===== src/rtl/jpeg_tp_pkg.sv =====
// Shared types and constants for the 8x8 ping-pong transpose buffer.
// Widths default to the JPEG coefficient size.
package jpeg_tp_pkg;

    localparam int COEF_W_DEFAULT = 12;
    localparam int N              = 8;
    localparam int IDX_W          = $clog2(N);

    typedef logic [COEF_W_DEFAULT-1:0] coef_t;
    typedef coef_t [N-1:0]             vec_t;
    typedef logic [IDX_W-1:0]          idx_t;

    // Number of full banks in a two-bank buffer.
    function automatic logic [1:0] count_full(input logic [1:0] full);
        return {1'b0, full[0]} + {1'b0, full[1]};
    endfunction

endpackage


===== src/rtl/tp_bank.sv =====
// One 8x8 coefficient bank: whole column written per cycle, whole row read
// combinationally. This bank is where the transpose happens.
module tp_bank
    import jpeg_tp_pkg::*;
#(
    parameter int COEF_W = COEF_W_DEFAULT
) (
    input  logic                clk,
    input  logic                i_wr_en,
    input  idx_t                i_wr_col,
    input  logic [N*COEF_W-1:0] i_wr_data,
    input  idx_t                i_rd_row,
    output logic [N*COEF_W-1:0] o_rd_data
);

    logic [COEF_W-1:0] r_mem [N][N];  // [row][col]

    // NOTE: bank storage has no reset; a stale block is never visible because
    // the full flags in the top gate every read.
    always_ff @(posedge clk) begin
        if (i_wr_en) begin
            for (int r = 0; r < N; r++) begin
                r_mem[r][i_wr_col] <= i_wr_data[COEF_W*r +: COEF_W];
            end
        end
    end

    // NOTE: combinational outputs get a default first so no latch is inferred.
    always_comb begin
        o_rd_data = '0;
        for (int c = 0; c < N; c++) begin
            o_rd_data[COEF_W*c +: COEF_W] = r_mem[i_rd_row][c];
        end
    end

endmodule


===== src/rtl/transpose_pp.sv =====
// Ping-pong 8x8 transpose: eight column words in, eight row words out per block.
// Handshake control (pointers, counters, full flags) lives here; data lives in tp_bank.
module transpose_pp
    import jpeg_tp_pkg::*;
#(
    parameter int COEF_W = COEF_W_DEFAULT
) (
    input  logic                clk,
    input  logic                rst_n,
    input  logic                in_valid,
    output logic                in_ready,
    input  logic [N*COEF_W-1:0] in_data,
    output logic                out_valid,
    input  logic                out_ready,
    output logic [N*COEF_W-1:0] out_data,
    output logic                out_last,
    output logic [1:0]          occupancy
);

    logic [1:0] r_full;
    logic       r_wb;
    logic       r_rb;
    idx_t       r_wcol;
    idx_t       r_rrow;
    logic [1:0] r_occ;

    logic                w_in_fire;
    logic                w_out_fire;
    logic                w_blk_done;
    logic                w_drain_done;
    logic [1:0]          w_full_nxt;
    logic [1:0]          w_wr_en;
    logic [N*COEF_W-1:0] w_row [2];

    assign in_ready     = ~r_full[r_wb];
    assign out_valid    = r_full[r_rb];
    assign w_in_fire    = in_valid & in_ready;
    assign w_out_fire   = out_valid & out_ready;
    assign w_blk_done   = w_in_fire  && (r_wcol == idx_t'(N-1));
    assign w_drain_done = w_out_fire && (r_rrow == idx_t'(N-1));

    // Write and read always target different banks when both complete together.
    always_comb begin
        w_full_nxt = r_full;
        if (w_blk_done) begin
            w_full_nxt[r_wb] = 1'b1;
        end
        if (w_drain_done) begin
            w_full_nxt[r_rb] = 1'b0;
        end
    end

    // NOTE: sequential state uses non-blocking assignments so every register
    // samples the pre-edge values of the others.
    always_ff @(posedge clk or negedge rst_n) begin
        if (!rst_n) begin
            r_full <= '0;
            r_wb   <= 1'b0;
            r_rb   <= 1'b0;
            r_wcol <= '0;
            r_rrow <= '0;
            r_occ  <= '0;
        end else begin
            r_full <= w_full_nxt;
            r_occ  <= count_full(w_full_nxt);
            if (w_in_fire) begin
                r_wcol <= w_blk_done ? '0 : r_wcol + idx_t'(1);
            end
            if (w_blk_done) begin
                r_wb <= ~r_wb;
            end
            if (w_out_fire) begin
                r_rrow <= w_drain_done ? '0 : r_rrow + idx_t'(1);
            end
            if (w_drain_done) begin
                r_rb <= ~r_rb;
            end
        end
    end

    for (genvar b = 0; b < 2; b++) begin : g_bank
        assign w_wr_en[b] = w_in_fire && (r_wb == 1'(b));

        tp_bank #(
            .COEF_W (COEF_W)
        ) u_bank (
            .clk       (clk),
            .i_wr_en   (w_wr_en[b]),
            .i_wr_col  (r_wcol),
            .i_wr_data (in_data),
            .i_rd_row  (r_rrow),
            .o_rd_data (w_row[b])
        );
    end

    assign out_data  = out_valid ? w_row[r_rb] : '0;
    assign out_last  = out_valid && (r_rrow == idx_t'(N-1));
    assign occupancy = r_occ;

    a_bank_collision: assert property (@(posedge clk) disable iff (!rst_n)
        !(w_in_fire && w_out_fire && (r_wb == r_rb)));

endmodule


===== config.mk =====
export PLATFORM = sky130hd
export DESIGN_NAME = transpose_pp
export DESIGN_NICKNAME = d
export VERILOG_FILES = /design/src/rtl/jpeg_tp_pkg.sv /design/src/rtl/tp_bank.sv /design/src/rtl/transpose_pp.sv
export SDC_FILE = /design/constraint.sdc
export NUM_CORES = 2
export LEC_CHECK = 0
export ABC_AREA = 1
export CORE_ASPECT_RATIO = 1.1
export CORE_MARGIN = 1
export CORE_UTILIZATION = 60
export CTS_BUF_LIST = sky130_fd_sc_hd__clkbuf_2
export DETAILED_ROUTE_END_ITERATION = 8
export PLACE_DENSITY = 0.77
export SYNTH_ARGS = -nofsm -noshare
export SYNTH_HDL_FRONTEND = slang
export SYNTH_SLANG_ARGS = --single-unit
export TNS_END_PERCENT = 5

===== constraint.sdc =====
create_clock -name clk -period 17.42 [get_ports clk]
set_input_delay 3.484 -clock clk [delete_from_list [all_inputs] [get_ports clk]]
set_output_delay 3.484 -clock clk [all_outputs]
set_load 0.1 [all_outputs]

==> impl_metrics.env <==
export IMPL_powerDensity_nw_per_um2=174
export IMPL_setup_viol=0
export IMPL_fin_tns_setup_ns=0
export IMPL_reg2reg_to="g_bank[0].u_bank.r_mem[7][94]$_DFFE_PP_"
export IMPL_drtAntennaViolNets=0
export IMPL_die_area_um2=110000
export IMPL_fp_row_count=126
export IMPL_top_usage_layer="met2"
export IMPL_place_area_um2=68100
export IMPL_track_usage_pct=34.9
export IMPL_postCtsSetupRepairBufs=0
export IMPL_antenna_found_initial=44
export IMPL_syn_avg_cell_area_um2=10.7
export IMPL_power_frac_seq_pct=34.7
export IMPL_clock_latency_ns=1.57
export IMPL_slew_violations=0
export IMPL_switching_share_pct=49.3
export IMPL_gp_congestion=0.918
export IMPL_rsz0062_at_grt="no"
export IMPL_mostFrequentLayoutCells="nand2_1, edfxtp_1, nand3_1"
export IMPL_worstPathRequired_ns=13.94
export IMPL_post_dp_hpwl_um=111000
export IMPL_area_growth_pct=9.28
export IMPL_cts_tree="built"
export IMPL_drc=0
export IMPL_cell_internal_pwr_uw=6290
export IMPL_cts_resized=0
export IMPL_finish_instance_area_um2=71200
export IMPL_grt_max_degree=222
export IMPL_grt_pass1_vias=44500
export IMPL_ys_async_sr_fraction_pct=0.775
export IMPL_ys_warn_count=0
export IMPL_ir_worst_vdd_v=0.000459
export IMPL_max_freq_mhz=88.4
export IMPL_holdPathStages=2
export IMPL_cp_max_fo=221
export IMPL_met2_usage_pct=53.4
export IMPL_grt_ovfl_total=0
export IMPL_htree_levels=5
export IMPL_initial_core_util_pct=60.6
export IMPL_rr_startpoint="r_full[0]$_DFF_PN0_"
export IMPL_core_area_um2=108000
export IMPL_grt_pass1_wl_um=277000
export IMPL_vias_per_cell=5.76
export IMPL_finClkSkew_ns=0.0864
export IMPL_ys_flop_type="edfxtp_1"
export IMPL_synth_cell_types=18
export IMPL_hold_viol=0
export IMPL_leakagePower_uw=0.0297
export IMPL_crit_path_end_kind="output port"
export IMPL_dieWidth_um=316
export IMPL_final_common_cell="nand2_1"
export IMPL_p_comb_share_pct=47.2
export IMPL_io_pins=201
export IMPL_pwr_share_clk_pct=18.2
export IMPL_io_buffers=200
export IMPL_synth_area_um2=65200
export IMPL_cts_made_buffers=383
export IMPL_start_kind="flop"
export IMPL_ys_seq_elements=1548
export IMPL_ys_seq_area_share_pct=71.2
export IMPL_clkSlewWorstSetupHoldPaths_ns=0.10
export IMPL_dr_pass1_iters=6
export IMPL_crit_type="flop to output port"
export IMPL_holdBufCountCts=0
export IMPL_min_to="r_wb$_DFFE_PN0N_"
export IMPL_status="finished clean"
export IMPL_wire_per_inst_um=23.7
export IMPL_rr_worst_depth=8
export IMPL_r2r_setup_slack_ns=13.22
export IMPL_min_from="r_wb$_DFFE_PN0N_"
export IMPL_synth_edff_count=1536
export IMPL_use_met3_pct=10.4
export IMPL_cts_max_path_buffers=4
export IMPL_drive_gt1_share_pct=9.64
export IMPL_switching_power_uw=6130
export IMPL_drtIter0Drc=6969
export IMPL_grtUsageMet1_pct=43.7
export IMPL_arrival_ns=7.83
export IMPL_synth_nets=6189
export IMPL_fin_crit_sh_pct=64.9
export IMPL_cts_num_sinks=1548
export IMPL_drt_total_wl_um=191000
export IMPL_via_count=46500
export IMPL_worst_slew_pin_slew_ns=1.47
export IMPL_hp_class="flop to flop"
export IMPL_synth_cells=6084
export IMPL_maxCapViolations=0
export IMPL_die_h_um=348
export IMPL_nNetsFinal=6504
export IMPL_num_fill_cells=8039
export IMPL_max_slew_margin_rel_pct=2.20
export IMPL_root_buffer="clkbuf_2"
export IMPL_min_period_ns=11.31
[power by group through the flow]
stage	clock, uW	sequential (uW)	combinational, uW
detailed placement	0	4390	5710
finish	2260	4310	5860
global placement	0	4380	5650
CTS	2280	4300	5740
floorplan	0	4330	3960
global route	2460	4320	6090
[synthesized netlist by cell type, types with 7 or more instances]
cell type	instances	area share, %
nand2_1	2313	13
edfxtp_1	1536	71
nand3_1	970	7.4
inv_1	786	4.5
buf_2	200	1.5
a21oi_1	96	0.74
clkbuf_1	77	0.44
buf_1	35	0.20
nor2_1	19	0.11
dfrtp_1	12	0.46
o21ai_0	11	0.084
buf_4	10	0.12
buf_6	7	0.12
[area by class of cell]
class	instances	area, um^2	area share (%)
Sequential cell	1548	46400	65.2
Multi-Input combinational cell	3418	14400	20.2
Inverter	789	2980	4.19
Clock buffer	543	2720	3.81
Timing Repair Buffer	259	2510	3.52
Tap cell	1408	1760	2.47
Clock inverter	85	423	0.594
Antenna cell	20	50.0	0.0702
[logic make-up (layout without fill, tap and decap cells)]
kind of cell             count (synthesis)  after routing  synth area share (%)
buffers and inverters                 1118           1676                  6.96
adder cells (fa/ha/maj)                  5              5                0.0960
AO/OA/AOI/OAI                          110            110                 0.858
flip-flops                            1548           1548                  71.2
XOR/XNOR                                 1              1                0.0134
other                                    0             20                     0
AND/OR/NAND/NOR                       3302           3302                  20.9
[critical path: stages (launching register included)]
cell and delay [ns]:
dfrtp_4 0.84, inv_8 0.63, buf_12 0.52, buf_12 0.73, nand2_1 0.12, nand2_1 0.11, nand2_1 0.07, nand3_1 0.12
nand3_1 0.09, a21oi_1 0.88, clkdlybuf4s50_1 1.30
[worst max-delay path by stage]
stage / startpoint / slack [ns] / end
6_report: r_rrow[0]$_DFFE_PN0P_ / 6.11 / out_data[32]
5_1_grt: r_rrow[0]$_DFFE_PN0P_ / 6.15 / out_data[32]
4_1_cts: r_rrow[0]$_DFFE_PN0P_ / 6.37 / out_data[32]
3_5_place_dp: r_rrow[0]$_DFFE_PN0P_ / 8.18 / out_data[32]
3_3_place_gp: r_rrow[0]$_DFFE_PN0P_ / 8.15 / out_data[32]
2_1_floorplan: in_valid / 8.94 / g_bank[0].u_bank.r_mem[0][0]$_DFFE_PP_
[flip-flops by register name, indices dropped and copies added (netlist names)]
name                 cells
r_wb                     1
r_rrow                   3
r_full                   2
r_wcol                   3
r_rb                     1
occupancy                2
g_bank.u_bank.r_mem   1536
[routing by layer]
| metal | routed length [um] | vias up |
|---|---|---|
| met2 | 88500 | 3221 |
| li1 | - | 20800 |
| met5 | 123 | - |
| met1 | 65000 | 21900 |
| met4 | 11200 | 22 |
| met3 | 26300 | 536 |
[stage by stage]
stage | setup slack [ns] | hold WS, ns | instances | utilization, % | power, uW
3_3_place_gp | 8.15 | 0.542 | 7422 | 63.3 | 10000
5_1_grt | 6.15 | 0.670 | 8068 | 66.3 | 12900
3_5_place_dp | 8.18 | 0.596 | 7422 | 63.3 | 10100
4_1_cts | 6.37 | 0.617 | 8050 | 66.2 | 12300
6_report | 6.11 | 0.618 | 8070 | 66.3 | 12400
2_1_floorplan | 8.94 | 0.518 | 6084 | - | 8300
Note: power is estimated with default switching activity, not from simulation.
